--- src/rtl/sprite_compositor.sv ---
// Sprite compositor: three-stage pipeline that overlays up to NUM_SPR
// hardware sprites on a background pixel stream and tracks per-frame
// collisions against sprite 0.
//   S0: hit test + ROM address (registered spr_addr)
//   S1: external ROM fetch, side-band flags delayed alongside
//   S2: priority mux, blanking, collision update (registered outputs)
module sprite_compositor #(
   parameter int NUM_SPR   = 8,
   parameter int SPR_W     = 32,
   parameter int SPR_H     = 32,
   parameter int COLOR_W   = 9,
   parameter int H_DISPLAY = 640,
   parameter int V_DISPLAY = 480
) (
   input  logic                                  CLK,
   input  logic                                  RST_N,
   input  logic [9:0]                            h_count,
   input  logic [9:0]                            v_count,
   input  logic [10*NUM_SPR-1:0]                 spr_x,
   input  logic [10*NUM_SPR-1:0]                 spr_y,
   input  logic [NUM_SPR-1:0]                    spr_en,
   input  logic [NUM_SPR-1:0]                    spr_mirror,
   input  logic [COLOR_W-1:0]                    bg_color,
   output logic [$clog2(SPR_W*SPR_H)*NUM_SPR-1:0] spr_addr,
   input  logic [COLOR_W*NUM_SPR-1:0]            spr_data,
   output logic [COLOR_W-1:0]                    pixel,
   output logic                                  pixel_active,
   output logic [NUM_SPR-1:0]                    coll_mask,
   output logic                                  frame_start
);

   localparam int unsigned ADDR_W = $clog2(SPR_W * SPR_H);
   localparam int unsigned COL_W  = $clog2(SPR_W);
   localparam int unsigned ROW_W  = $clog2(SPR_H);

   // S0 combinational results
   logic [NUM_SPR-1:0]        hit_c;
   logic [ADDR_W*NUM_SPR-1:0] addr_c;
   logic                      act_c;
   logic                      first_c;

   // Pipeline side-band registers (q1 = after S0, q2 = aligned with ROM data)
   logic [NUM_SPR-1:0]        hit_q1, hit_q2;
   logic                      act_q1, act_q2;
   logic                      first_q1, first_q2;
   logic [COLOR_W-1:0]        bg_q1, bg_q2;

   // S2 combinational results
   logic [NUM_SPR-1:0]        opaque_c;
   logic [NUM_SPR-1:0]        coll_set_c;
   logic [COLOR_W-1:0]        pix_c;

   assign act_c   = ({1'b0, h_count} < 11'(H_DISPLAY)) && ({1'b0, v_count} < 11'(V_DISPLAY));
   assign first_c = (h_count == 10'd0) && (v_count == 10'd0);

   // Per-sprite hit test (11-bit bounds, no wrap) and ROM address generation
   for (genvar g = 0; g < NUM_SPR; g++) begin : g_spr
      logic [9:0]       x, y;
      logic [COL_W-1:0] col_raw, col;
      logic [ROW_W-1:0] row;

      assign x       = spr_x[10*g +: 10];
      assign y       = spr_y[10*g +: 10];
      assign col_raw = h_count[COL_W-1:0] - x[COL_W-1:0];
      assign col     = spr_mirror[g] ? ~col_raw : col_raw;
      assign row     = v_count[ROW_W-1:0] - y[ROW_W-1:0];

      assign hit_c[g] = spr_en[g]
                     && ({1'b0, h_count} >= {1'b0, x})
                     && ({1'b0, h_count} <  ({1'b0, x} + 11'(SPR_W)))
                     && ({1'b0, v_count} >= {1'b0, y})
                     && ({1'b0, v_count} <  ({1'b0, y} + 11'(SPR_H)));

      assign addr_c[ADDR_W*g +: ADDR_W] = {row, col};

      assign opaque_c[g] = hit_q2[g] && (|spr_data[COLOR_W*g +: COLOR_W]);
   end

   // ROM address register: only hitting sprites update, others hold
   always_ff @(posedge CLK) begin
      if (!RST_N) begin
         spr_addr <= '0;
      end else begin
         for (int i = 0; i < NUM_SPR; i++) begin
            if (hit_c[i]) begin
               spr_addr[ADDR_W*i +: ADDR_W] <= addr_c[ADDR_W*i +: ADDR_W];
            end
         end
      end
   end

   // Side-band delay line keeping flags aligned with the ROM read latency
   always_ff @(posedge CLK) begin
      if (!RST_N) begin
         hit_q1   <= '0;
         hit_q2   <= '0;
         act_q1   <= 1'b0;
         act_q2   <= 1'b0;
         first_q1 <= 1'b0;
         first_q2 <= 1'b0;
         bg_q1    <= '0;
         bg_q2    <= '0;
      end else begin
         hit_q1   <= hit_c;
         hit_q2   <= hit_q1;
         act_q1   <= act_c;
         act_q2   <= act_q1;
         first_q1 <= first_c;
         first_q2 <= first_q1;
         bg_q1    <= bg_color;
         bg_q2    <= bg_q1;
      end
   end

   // Priority mux (lowest opaque index wins) with blanking outside active area
   always_comb begin
      pix_c = bg_q2;
      for (int i = NUM_SPR - 1; i >= 0; i--) begin
         if (opaque_c[i]) begin
            pix_c = spr_data[COLOR_W*i +: COLOR_W];
         end
      end
      if (!act_q2) begin
         pix_c = '0;
      end
   end

   // Collisions of sprite i against sprite 0 on an active pixel
   always_comb begin
      coll_set_c = '0;
      for (int i = 1; i < NUM_SPR; i++) begin
         coll_set_c[i] = act_q2 && opaque_c[0] && opaque_c[i];
      end
   end

   // Output stage; collision bits clear at frame start but a same-pixel set wins
   always_ff @(posedge CLK) begin
      if (!RST_N) begin
         pixel        <= '0;
         pixel_active <= 1'b0;
         frame_start  <= 1'b0;
         coll_mask    <= '0;
      end else begin
         pixel        <= pix_c;
         pixel_active <= act_q2;
         frame_start  <= first_q2;
         coll_mask    <= (first_q2 ? '0 : coll_mask) | coll_set_c;
      end
   end

endmodule

--- config.mk ---
export PLATFORM = sky130hd
export DESIGN_NAME = sprite_compositor
export DESIGN_NICKNAME = d
export VERILOG_FILES = /design/src/rtl/sprite_compositor.sv
export SDC_FILE = /design/constraint.sdc
export NUM_CORES = 1
export LEC_CHECK = 0
export BUFFER_PORTS_ARGS = -buffer_cell sky130_fd_sc_hd__buf_2
export CAP_MARGIN = 40
export CORE_ASPECT_RATIO = 0.75
export CORE_UTILIZATION = 25
export DETAILED_ROUTE_END_ITERATION = 6
export GPL_TIMING_DRIVEN = 0
export HOLD_SLACK_MARGIN = 0.12
export PLACE_DENSITY_LB_ADDON = 0.1
export SLEW_MARGIN = 40
export SYNTH_ARGS = -nofsm -noshare
export SYNTH_HDL_FRONTEND = slang
export SYNTH_SLANG_ARGS = --single-unit
export TNS_END_PERCENT = 10
--- constraint.sdc ---
create_clock -name CLK -period 4.5 [get_ports CLK]
set_input_delay 0.45 -clock CLK [delete_from_list [all_inputs] [get_ports CLK]]
set_output_delay 0.45 -clock CLK [all_outputs]
set_load 0.02 [all_outputs]
==> metrics.log, run 1 <==
INFO  metric p_per_area = 242 nW/um^2
INFO  metric leakage = between 7 and 8 nW
INFO  metric setup_tns = 0 ps
INFO  metric portBuffers = 368
INFO  metric global_route.overflow_total = 0
INFO  metric number_of_nets_in_the_synthesized_netlist = around 2.2k
INFO  metric finalCritPeriodShare = around three quarters
INFO  metric worst_hold_check_slack = ~220 ps
INFO  metric yosysWarningCount = 0
INFO  metric floorplan.die.height = 205 um
INFO  metric cp_num_buf_inv = 3
INFO  metric synth_edf_count = 0
INFO  metric htree_levels = 4
INFO  metric grt_start_max_net_pins = 19
INFO  metric coreArea = approximately 54000 um^2
INFO  metric detail-route-antenna-nets = 0
INFO  metric postSynth.asyncResetShare = 0%
INFO  metric detail_route.drc_violations = 0
INFO  metric most_common_cell_type_on_the_critical_path = buf_2
INFO  metric dr.pass1.iters = 5
INFO  metric totalWireLength = between 50000 and 60000 um
INFO  metric net_count_reported_at_finish = about 2.6k
INFO  metric start_util = 25.3%
INFO  metric clk_pin_slew_worst_paths = ~60 ps
INFO  metric report.final.hold_viol_count = 0
INFO  metric max_slew_margin = about 42%
INFO  metric grt.total_usage = around a fifth
INFO  metric post_drt_via_cell_ratio = 4.95
INFO  metric power_report.internal_total = between 2 and 3 mW
INFO  metric drt-initial-drc-count = roughly 800
INFO  metric fmax = 296 MHz
INFO  metric netlist_area = roughly 14000 um^2
INFO  metric critical_path_peak_fanout = 10
INFO  metric critical_path_class = input pin to register
INFO  metric power.share.combinational = around a third
INFO  metric delay_heaviest_family_cp = buffers and inverters
INFO  metric hpwl_dp = ~46000 um
INFO  metric clk_latency = 440 ps
INFO  metric detail_route.wl_per_cell = a little over 20 um
INFO  metric critical-path-max-stage-delay = about 560 ps
INFO  metric cp.required = between 4000 and 5000 ps
INFO  metric yosysSeqAreaShare = between 15 and 20%
INFO  metric num-fill-cells = 5902
INFO  metric tritoncts = built
INFO  metric synth_top_area_share = 23.3%
INFO  metric setup_violations = 0
INFO  metric grt_first_pass_wirelength = roughly 85000 um
INFO  metric worstPathCellList = buf_2 > inv_2 > fa_1 > nand3b_1 > a31oi_1 > o211ai_1 > and3_1 > a2111oi_0 > buf_2 > mux2i_1 > nor2_1
INFO  metric worst_pin_slew = 869 ps
INFO  metric ys_ff_latch = 136
INFO  metric synthesis.area_per_instance = just over 8 um^2
INFO  metric die_area = roughly 56000 um^2
INFO  metric post-route-min-period = around 3400 ps
INFO  metric sw_ratio = 35.0%
INFO  metric worst_hold_path_type = input pin to register
INFO  metric die_w = 273 um
INFO  metric clkSinkCount = 136
INFO  metric power = between 4 and 5 mW
INFO  metric placedCellCount = 2764
INFO  metric cp_slowest_cell = fa_1
INFO  metric via_count_of_the_first_global_routing_pass = 13.7k
INFO  metric setup.worst_path.end_class = register
INFO  metric ys_top_cells_by_area = ha_1 (23%), dfxtp_1 (20%), xnor2_1 (6.6%)
INFO  metric clockRootBuffer = clkbuf_16
INFO  metric numCtsBuffers = 17
INFO  metric maxCapViolations = 0
INFO  metric cell_count_final_fillers_out = 2798
INFO  metric floorplan.io_pins = between 300 and 400
INFO  metric timing.critical_path.arrival = roughly 3700 ps
INFO  metric netlist.top_cell.by_area = ha_1
INFO  metric num_vias = 13.8k
INFO  metric vdd_ir_max = around 250 uV
INFO  metric finalMaxSlewViolations = 0
INFO  metric ctsResizeCount = 0
INFO  metric unrepaired_setup_endpoints_after_global_routing = false
INFO  metric finalWeightedCongestion = 0.877
INFO  metric std_cell_rows = 74
INFO  metric worst_clock_skew = about 14 ps
INFO  metric synth.lib_cells_used.distinct = 80
INFO  metric antenna_found_initial = 13
INFO  metric postSynthCellCount = between 1.5k and 2k
INFO  metric dominantRegCellSynth = dfxtp_1
INFO  metric worst_setup_path_start_kind = input pin
INFO  metric core_util_final = a little under a third
INFO  metric cts_setup_buffers = 0
INFO  metric drive_gt1_share = between 20% and 30%
INFO  metric power.switching = 1.45 mW
INFO  metric layout-area-overhead-vs-synth = 24.5%
INFO  metric postCtsHoldBufs = 0
INFO  metric sequentialPowerShare = a little over 30%
INFO  metric result_of_the_run = finished clean
INFO  metric cts_buffer_depth = 2
INFO  metric power.clock.fraction = ~36%
stage by stage:
stage                     area (um^2)  setup slack [ps]
final                           17100              1120
after global routing            17100               895
after CTS                       17100              1060
after detailed placement        16500               620
after global placement          16500               278
after floorplan                 13700              1770
flip-flops by register name, summed over array words and instances (netlist names), 7 cells and up:
name       cells
bg_q2          9
coll_mask      7
hit_q2         8
spr_addr      80
hit_q1         8
pixel          9
bg_q1          9
routing by layer:
layer | vias up | part of all wire, % | GRT usage, %
met5 | - | 0.11 | 0
met4 | 10 | 0.99 | 3.67
met3 | 42 | 5.8 | 4.31
met2 | 360 | 42 | 30.7
met1 | 6560 | 51 | 30.3
li1 | 6869 | - | -
final timing paths:
path / cells past startpoint / slack (ps) / startpoint / to
worst max register to register: 5 / 2480 / hit_q2[6] / pixel[7]
worst min-delay path: 2 / 220 / bg_color[8] / bg_q1[8]
worst min register to register: 1 / 430 / hit_q1[1] / hit_q2[1]
worst max-delay path: 11 / 1120 / h_count[1] / spr_addr[18]
worst register-to-register path, delay by kind of cell (launching register included):
family	cells	cell delay [ps]
flops	1	480
compound gates	5	1480
synthesized netlist by cell type (5+ instances only):
library cell    n
o21ai_1        25
or3_1           5
xor2_1         22
mux2i_1         6
a211oi_1       46
a2111oi_0      11
o311ai_1        7
o21a_1         25
and2_1         34
o211ai_1       23
nand2_1        98
nand3b_1       10
dfxtp_1       136
a21oi_1        84
a31oi_1        18
o2111ai_1       9
a221oi_1        6
o31a_1          8
o31ai_1        12
o21ai_0        69
o221ai_1        9
nor3_1         25
a32oi_1         8
nand2b_1       16
ha_1          256
and3_1          9
nand3_1        96
clkbuf_1       31
nor2_1         94
a41oi_1         7
xnor2_1       103
nand4_1        17
nor2b_1        22
a21o_1         18
inv_1         175
fa_1           16
and4_1          5
nor4_1         15
inv_2           5
or4_1           5
nor3b_1         7
buf_2           6
cells by family after synthesis:
group           after synthesis  synth area share, %
fa+ha+maj                   272                 25.6
buf+inv                     226                 6.50
mux                           6                0.437
simple gates                475                 17.6
compound gates              433                 22.0
flops                       136                 19.8
xor+xnor                    125                 7.96
other cells                   1               0.0273
power by group through the flow:
stage / sequential [mW] / clock [mW] / combinational (mW)
after CTS: 1.25 / 1.52 / 1.43
after floorplan: 1.30 / 0 / 0.856
after global placement: 1.28 / 0 / 1.41
after global routing: 1.26 / 1.58 / 1.60
after detailed placement: 1.28 / 0 / 1.42
final: 1.25 / 1.48 / 1.42
area by class of cell:
type                    count  area [um^2]  share of cell area, %
diodes                      3         7.51                 0.0438
plain buffers              46          221                   1.29
clock buffers              18          429                   2.51
clock inverters            13          174                   1.02
inverters                 180          676                   3.95
multi-input cells        1312        10100                   59.3
flip-flops and latches    136         2720                   15.9
well taps                 722          903                   5.28
repair buffers            368         1840                   10.8
cell usage in the layout, fill, tap and decap left out, types with 11 or more instances in the layout:
master / count
nor2b_1: 22
xnor2_1: 103
inv_1: 172
buf_2: 374
nor2_1: 94
ha_1: 256
o21ai_1: 25
a2111oi_0: 11
nand2_1: 98
nand3_1: 96
a211oi_1: 46
nand4_1: 17
nor4_1: 15
dfxtp_1: 136
o21ai_0: 69
a21o_1: 18
clkbuf_16: 17
fa_1: 16
o211ai_1: 23
xor2_1: 22
o31ai_1: 12
clkbuf_1: 29
a31oi_1: 18
nor3_1: 25
a21oi_1: 84
and2_1: 34
o21a_1: 25
nand2b_1: 16
(Power assumes the default switching activity.)
==> inputs of run 2 (changes only) <==
--- a/config.mk
+++ b/config.mk
@@ -5,6 +5,7 @@
 export SDC_FILE = /design/constraint.sdc
 export NUM_CORES = 1
 export LEC_CHECK = 0
+export ABC_AREA = 1
 export BUFFER_PORTS_ARGS = -buffer_cell sky130_fd_sc_hd__buf_2
 export CAP_MARGIN = 40
 export CORE_ASPECT_RATIO = 0.75
==> constraint.sdc (replaced) <==
create_clock -name CLK -period 3 [get_ports CLK]
set_input_delay 0.3 -clock CLK [delete_from_list [all_inputs] [get_ports CLK]]
set_output_delay 0.3 -clock CLK [all_outputs]
set_load 0.02 [all_outputs]
==> run 2 against run 1 <==
Compared with the run above: hold slack worse by 57 ps; critical endpoint is now spr_addr[56]; highest routed layer unchanged; non-clock buffer count is 9 higher; clock power increased by 54%; core utilization about the same.
==> metrics.log, run 2 <==
INFO  metric ctsResizeCount = 0 (unchanged)
INFO  metric die_w = 281 um (was 273 um)
INFO  metric power.share.combinational = 35.1% (was 34.3%)
INFO  metric layout-area-overhead-vs-synth = 24.1% (was 24.5%)
INFO  metric placedCellCount = 3344 (was 2764)
INFO  metric synth-compound-area-share = 11.6% (was 22.0%)
INFO  metric ys_top_cells_by_area = ha_1 (22%), dfxtp_1 (19%), nand2_1 (13%) (was ha_1 (23%), dfxtp_1 (20%), xnor2_1 (6.6%))
INFO  metric postCtsHoldBufs = 9 (was 0)
INFO  metric net_count_reported_at_finish = 3143 (was 2612)
INFO  metric hpwl_dp = 45600 um (was 45700 um)
INFO  metric grt_first_pass_wirelength = 84200 um (was 85100 um)
INFO  metric synthXorXnorAreaFrac = 7.92% (was 7.96%)
INFO  metric flip_flop_count_of_the_largest_register_after_layout = 80 (unchanged)
INFO  metric result_of_the_run = finished clean (unchanged)
INFO  metric detail-route-antenna-nets = 0 (unchanged)
INFO  metric ys_top_cells_by_count = nand2_1 (489), inv_1 (369), ha_1 (256), nor2_1 (256), a21oi_1 (144) (was ha_1 (256), inv_1 (175), dfxtp_1 (136))
INFO  metric power.switching = 2.43 mW (was 1.45 mW)
INFO  metric detail_route.drc_violations = 0 (unchanged)
INFO  metric setup.worst_path.start = h_count[1] (unchanged)
INFO  metric via_count_of_the_first_global_routing_pass = 14.5k (was 13.7k)
INFO  metric htree_levels = 4 (unchanged)
INFO  metric post-route-min-period = approximately 2700 ps
INFO  metric timing.critical_path.arrival = 3080 ps (was 3670 ps)
INFO  metric clk_latency = 450 ps (was 440 ps)
INFO  metric multiplexer_area_fraction_after_synthesis = 0% (was 0.437%)
INFO  metric setup_violations = 0 (unchanged)
INFO  metric finalWeightedCongestion = 0.876 (was 0.877)
INFO  metric drive_gt1_share = 17.1% (was 21.3%)
INFO  metric number_of_nets_in_the_synthesized_netlist = 2747 (was 2225)
INFO  metric most_used_standard_cell_by_instance_count_after_synthesis = nand2_1 (was ha_1)
INFO  metric clkSinkCount = 136 (unchanged)
INFO  metric regToRegEndpoint = pixel[6] (was pixel[7])
INFO  metric grt.total_usage = 18.8% (was 20.6%)
INFO  metric floorplan.die.height = 211 um (was 205 um)
INFO  metric worst_clock_skew = 8.87 ps (was 13.5 ps)
INFO  metric unrepaired_setup_endpoints_after_global_routing = false (unchanged)
INFO  metric start_util = 25.4% (was 25.3%)
INFO  metric detail_route.wl_per_cell = 16.6 um (was 20.7 um)
INFO  metric final_cell_mix = nand2_1 (489), buf_2 (386), inv_1 (366) (was buf_2 (374), ha_1 (256), inv_1 (172))
INFO  metric p_per_area = 356 nW/um^2 (was 242 nW/um^2)
INFO  metric cell_count_final_fillers_out = 3389 (was 2798)
INFO  metric met3_length = 2670 um (was 3360 um)
INFO  metric maxCapViolations = 0 (unchanged)
INFO  metric top_register_by_number_of_flip_flops = spr_addr (unchanged)
INFO  metric leakage = 9.74 nW (was 8.00 nW)
INFO  metric layout.cells.most_common = nand2_1 (was buf_2)
INFO  metric worst_flop_to_flop_path_startpoint = hit_q2[7] (was hit_q2[6])
INFO  metric power_report.internal_total = 4.02 mW (was 2.70 mW)
INFO  metric postSynth.asyncResetShare = 0% (unchanged)
INFO  metric std_cell_rows = 76 (was 74)
INFO  metric drt-initial-drc-count = 669 (was 804)
INFO  metric synth_simple_gate_area_share = 26.6% (was 17.6%)
INFO  metric report.final.hold_viol_count = 0 (unchanged)
INFO  metric worst_setup_path_start_kind = input pin (unchanged)
INFO  metric synth_top_area_share = 21.9% (was 23.3%)
INFO  metric sw_ratio = 37.6% (was 35.0%)
INFO  metric setup.reg_to_reg.worst_slack = 1110 ps (was 2480 ps)
INFO  metric setup.worst_path.end_class = register (unchanged)
INFO  metric numCtsBuffers = 17 (unchanged)
INFO  metric yosysWarningCount = 0 (unchanged)
INFO  metric post-route-worst-setup-slack = 256 ps (was 1120 ps)
INFO  metric vdd_ir_max = 271 uV (was 252 uV)
INFO  metric cp.required = 3330 ps (was 4790 ps)
INFO  metric grt_start_max_net_pins = 19 (unchanged)
INFO  metric postSynthCellCount = 2196 (was 1674)
INFO  metric critical_path_class = input pin to register (unchanged)
INFO  metric totalWireLength = 56200 um (was 58100 um)
INFO  metric cts_buffer_depth = 2 (unchanged)
INFO  metric finalMaxSlewViolations = 0 (unchanged)
INFO  metric route.top_layer_used = met5 (unchanged)
INFO  metric antenna_found_initial = 12 (was 13)
INFO  metric netlist_area = 14600 um^2 (was 13700 um^2)
INFO  metric clockRootBuffer = clkbuf_16 (unchanged)
INFO  metric combinational_family_with_the_most_area_after_synthesis = simple AND/OR/NAND/NOR gates (was adder cells)
INFO  metric num-fill-cells = 6399 (was 5902)
INFO  metric fmax = between 300 and 400 MHz
INFO  metric floorplan.io_pins = 378 (unchanged)
INFO  metric cts_setup_buffers = 0 (unchanged)
INFO  metric critical_path_peak_fanout = 10 (unchanged)
INFO  metric power.clock.fraction = 35.4% (was 35.5%)
INFO  metric synth_edf_count = 0 (unchanged)
INFO  metric dr.pass1.iters = 5 (unchanged)
INFO  metric dominantRegCellSynth = dfxtp_1 (unchanged)
INFO  metric synth.lib_cells_used.distinct = 40 (was 80)
INFO  metric sequentialPowerShare = 29.5% (was 30.2%)
INFO  metric core_util_final = 31.5% (about the same)
INFO  metric power = 6.45 mW (was 4.15 mW)
INFO  metric worst_hold_check_slack = 166 ps (was 222 ps)
INFO  metric timing.critical_path.to = spr_addr[56] (was spr_addr[18])
INFO  metric max_slew_margin = 48.2% (was 42.1%)
INFO  metric post_drt_via_cell_ratio = 4.47 (was 4.95)
INFO  metric post_synth_adder_cell_area = 24.1% (was 25.6%)
INFO  metric tritoncts = built (unchanged)
INFO  metric num_vias = 15.1k (was 13.8k)
INFO  metric wl_met2 = 25200 um (was 24300 um)
INFO  metric clk_pin_slew_worst_paths = 60 ps (about the same)
INFO  metric wirelength_met1 = 27500 um (was 29800 um)
INFO  metric finalCritPeriodShare = 91.5%
INFO  metric ys_ff_latch = 136 (unchanged)
INFO  metric worstRegToRegCells = 11 (was 5)
INFO  metric portBuffers = 368 (unchanged)
INFO  metric netlist.top_cell.by_area = ha_1 (unchanged)
INFO  metric yosysSeqAreaShare = 18.6% (was 19.8%)
INFO  metric worst_hold_path_type = input pin to register (unchanged)
INFO  metric coreArea = 57500 um^2 (was 54300 um^2)
INFO  metric global_route.overflow_total = 0 (unchanged)
INFO  metric synthesis.area_per_instance = 6.65 um^2 (was 8.21 um^2)
INFO  metric worst_pin_slew = 776 ps (was 869 ps)
INFO  metric placement_stage_worst_setup_slack = -328 ps (was 620 ps)
INFO  metric die_area = 59400 um^2 (was 55900 um^2)
[run 2: changes by cell type in the layout (fill, tap and decap cells not counted), sizes merged, moves of 19 or more]
cell    change
nand2     +393
inv       +198
nor2      +162
a21oi      +60
and2       -37
xor2       +33
a211oi     -32
nand4      +26
xnor2      -26
nor2b      -22
a31oi      -19
[run 2: area by class of cell]
class                           count  area [um^2]  area share (%)
Clock buffer                       17          425            2.35
Sequential cell                   136         2720            15.0
Antenna cell                        4         10.0          0.0552
Buffer                             46          231            1.28
Clock inverter                     15          179           0.987
Timing Repair Buffer              377         1930            10.7
Tap cell                          780          976            5.38
Multi-Input combinational cell   1642        10300            56.6
Inverter                          372         1400            7.70
[run 2: cell families after synthesis]
family	after synthesis
compound gates	302
flops	136
buf+inv	418
xor+xnor	132
fa+ha+maj	272
simple gates	935
other cells	1
[run 2: metrics by stage]
stage	setup TNS (ps)	instance area, um^2
3_5_place_dp	-3510	17400
4_1_cts	0	18100
2_1_floorplan	0	14600
3_3_place_gp	-21110	17400
5_1_grt	0	18100
6_report	0	18100
[run 2: power by group through the flow]
stage / clock (mW) / sequential, mW / combinational [mW]
floorplan: 0 / 2.00 / 1.39
global placement: 0 / 1.94 / 2.25
detailed placement: 0 / 1.94 / 2.27
CTS: 2.36 / 1.90 / 2.29
global route: 2.45 / 1.91 / 2.60
finish: 2.28 / 1.90 / 2.27
[run 2: per-layer routing]
metal	vias to the layer above	global-route usage (%)
li1	7876	-
met1	6906	26.0
met2	298	30.6
met3	54	3.47
met4	12	3.45
met5	-	0
[run 2: worst min-delay path by stage]
stage | slack, ps | from | cells after the start | end
global placement | 390 | bg_q1[2] | 2 | bg_q2[2]
detailed placement | 400 | bg_q1[2] | 2 | bg_q2[2]
CTS | 130 | spr_data[4] | 3 | pixel[4]
finish | 170 | spr_data[4] | 3 | pixel[4]
floorplan | 380 | h_count[8] | 1 | first_q1
global route | 180 | spr_data[7] | 3 | pixel[7]
[run 2: worst max-delay path, cell delays in order]
cell and delay (ps):
buf_2 390, inv_2 350, fa_1 570, nand3b_1 190, o2111ai_1 100, o21ai_0 150, nor2_1 300, nand3_1 190
buf_2 260, nor2_1 170, nor2_1 60
==> inputs of run 3 (changes only) <==
--- a/config.mk
+++ b/config.mk
@@ -13,7 +13,7 @@
 export DETAILED_ROUTE_END_ITERATION = 6
 export GPL_TIMING_DRIVEN = 0
 export HOLD_SLACK_MARGIN = 0.12
-export PLACE_DENSITY_LB_ADDON = 0.1
+export PLACE_DENSITY_LB_ADDON = 0.12
 export SLEW_MARGIN = 40
 export SYNTH_ARGS = -nofsm -noshare
 export SYNTH_HDL_FRONTEND = slang
==> constraint.sdc (replaced) <==
create_clock -name CLK -period 3.1 [get_ports CLK]
set_input_delay 0.31 -clock CLK [delete_from_list [all_inputs] [get_ports CLK]]
set_output_delay 0.31 -clock CLK [all_outputs]
set_load 0.02 [all_outputs]
==> run 3 against run 2 <==
Compared with the run above: die area is the same; critical path type unchanged; clock power hardly changed; core utilization rose by 0.057 points; sequential power decreased by 3%; hold slack improved by 11 ps; sequential cell count is the same; non-clock buffer count up 1; worst setup slack better by 200 ps; highest routed layer unchanged; cell count is essentially flat.
==> metrics.log, run 3 (synthesized netlist as in run 2, its figures left out) <==
INFO  metric result_of_the_run = finished clean (unchanged)
INFO  metric post_drt_via_cell_ratio = 4.43 (was 4.47)
INFO  metric portBuffers = 368 (unchanged)
INFO  metric die_area = 59400 um^2 (unchanged)
INFO  metric drive_gt1_share = 17.0% (was 17.1%)
INFO  metric fmax = approximately 380 MHz
INFO  metric num_vias = 15.0k (was 15.1k)
INFO  metric final_instance_area = 18200 um^2 (was 18100 um^2)
INFO  metric clockRootBuffer = clkbuf_16 (unchanged)
INFO  metric antenna_found_initial = 17 (was 12)
INFO  metric dr.pass1.iters = 7 (was 5)
INFO  metric unrepaired_setup_endpoints_after_global_routing = false (unchanged)
INFO  metric setup_violations = 0 (unchanged)
INFO  metric worst_hold_path_type = input pin to register (unchanged)
INFO  metric grt_start_max_net_pins = 19 (unchanged)
INFO  metric finalWeightedCongestion = 0.870 (was 0.876)
INFO  metric floorplan.io_pins = 378 (unchanged)
INFO  metric via_count_of_the_first_global_routing_pass = 14.6k (was 14.5k)
INFO  metric critical_path_peak_fanout = 10 (unchanged)
INFO  metric sequential_cell_area_in_the_final_layout = 2720 um^2 (unchanged)
INFO  metric tritoncts = built (unchanged)
INFO  metric layout-area-overhead-vs-synth = 24.3% (was 24.1%)
INFO  metric post-route-min-period = 2640 ps
INFO  metric postCtsHoldBufs = 10 (was 9)
INFO  metric timing.critical_path.arrival = 2990 ps (was 3080 ps)
INFO  metric floorplan.die.height = 211 um (unchanged)
INFO  metric multi_input_comb_area = 10300 um^2 (unchanged)
INFO  metric die_w = 281 um (unchanged)
INFO  metric core_util_final = 31.6% (was 31.5%)
INFO  metric ctsResizeCount = 0 (unchanged)
INFO  metric clk_pin_slew_worst_paths = 70 ps (was 60 ps)
INFO  metric totalWireLength = 55000 um (was 56200 um)
INFO  metric drt-initial-drc-count = 616 (was 669)
INFO  metric num-fill-cells = 6430 (was 6399)
INFO  metric start_util = 25.4% (unchanged)
INFO  metric std_cell_rows = 76 (unchanged)
INFO  metric grt_first_pass_wirelength = 82800 um (was 84200 um)
INFO  metric top_register_by_number_of_flip_flops = spr_addr (unchanged)
INFO  metric vdd_ir_max = 318 uV (was 271 uV)
INFO  metric max_slew_margin = 47.6% (was 48.2%)
INFO  metric net_count_reported_at_finish = 3144 (was 3143)
INFO  metric final_cell_mix = nand2_1 (489), buf_2 (386), inv_1 (367) (was nand2_1 (489), buf_2 (386), inv_1 (366))
INFO  metric numCtsBuffers = 17 (unchanged)
INFO  metric clkSinkCount = 136 (unchanged)
INFO  metric worstHoldPathCells = 3 (unchanged)
INFO  metric detail-route-antenna-nets = 0 (unchanged)
INFO  metric cp.required = 3450 ps (was 3330 ps)
INFO  metric worst_setup_path_start_kind = input pin (unchanged)
INFO  metric report.final.hold_viol_count = 0 (unchanged)
INFO  metric worst_clock_skew = 13.0 ps (was 8.87 ps)
INFO  metric maxCapViolations = 0 (unchanged)
INFO  metric detail_route.drc_violations = 0 (unchanged)
INFO  metric setup.worst_path.end_class = register (unchanged)
INFO  metric coreArea = 57500 um^2 (unchanged)
INFO  metric htree_levels = 4 (unchanged)
INFO  metric cts_buffer_depth = 2 (unchanged)
INFO  metric worst_pin_slew = 785 ps (was 776 ps)
INFO  metric finalMaxSlewViolations = 0 (unchanged)
INFO  metric placedInstanceArea = 17400 um^2 (unchanged)
INFO  metric clk_latency = 460 ps (was 450 ps)
INFO  metric worstRegToRegCells = 11 (unchanged)
INFO  metric leakage = 9.74 nW (about the same)
INFO  metric global_route.overflow_total = 0 (unchanged)
INFO  metric p_per_area = 345 nW/um^2 (was 356 nW/um^2)
INFO  metric grt.total_usage = 18.5% (was 18.8%)
INFO  metric layout.cells.most_common = nand2_1 (unchanged)
INFO  metric critical_path_class = input pin to register (unchanged)
INFO  metric hpwl_dp = 45300 um (was 45600 um)
INFO  metric detail_route.wl_per_cell = 16.2 um (was 16.6 um)
INFO  metric flip_flop_count_of_the_largest_register_after_layout = 80 (unchanged)
INFO  metric finalCritPeriodShare = about 85%
INFO  metric cts_setup_buffers = 0 (unchanged)
[run 3: changes by cell type in the layout (fill, tap and decap cells not counted), sizes merged]
cell         delta
dlygate4sd3     +1
clkinv          +3
diode           +2
clkinvlp        +1
bufinv          +2
inv             -7
[run 3: worst paths after layout]
kind,startpoint,end,slack [ps]
max reg2reg,hit_q2[7],pixel[4],1280
min reg2reg,bg_q1[6],bg_q2[6],400
max,h_count[1],spr_addr[57],460
min,spr_data[3],pixel[3],180
[run 3: layout make-up]
cell class / count / share of cell area [%]
Multi-Input combinational cell: 1642 / 56.5
Sequential cell: 136 / 15.0
Timing Repair Buffer: 378 / 10.7
Inverter: 372 / 7.69
Tap cell: 780 / 5.37
Clock buffer: 17 / 2.34
Buffer: 46 / 1.27
Clock inverter: 14 / 1.08
Antenna cell: 6 / 0.0827
[run 3: worst max-delay path: stages]
cell	delay [ps]
buf_2	370
inv_2	320
fa_1	560
nand3b_1	180
o2111ai_1	100
o21ai_0	130
nor2_1	300
nand3_1	200
buf_2	260
nor2_1	170
nor2_1	70
[run 3: where the power goes]
group	internal, mW	leakage, nW	switching [mW]
Combinational	0.862	8.35	1.32
Clock	1.35	0.297	0.901
Sequential	1.81	1.10	0.0273
Total	4.02	9.74	2.25
[run 3: metal layers]
| metal | part of all wire (%) | GRT usage [%] | vias to the layer above |
|---|---|---|---|
| met5 | 0.19 | 0 | - |
| met4 | 0.99 | 3.49 | 16 |
| met3 | 5.2 | 4.22 | 50 |
| met2 | 45 | 30.0 | 264 |
| met1 | 49 | 25.0 | 6796 |
| li1 | - | - | 7880 |
[run 3: metrics by stage]
stage | power (mW) | setup TNS (ps) | cells | setup WS, ps | hold WS, ps
after global placement | 4.04 | -10430 | 3344 | -454 | 398
after floorplan | 3.28 | 0 | 2196 | 1110 | 386
after global routing | 6.74 | 0 | 3388 | 207 | 177
after detailed placement | 4.07 | -1250 | 3344 | -173 | 404
after CTS | 6.37 | 0 | 3385 | 317 | 138
final | 6.27 | 0 | 3391 | 458 | 177
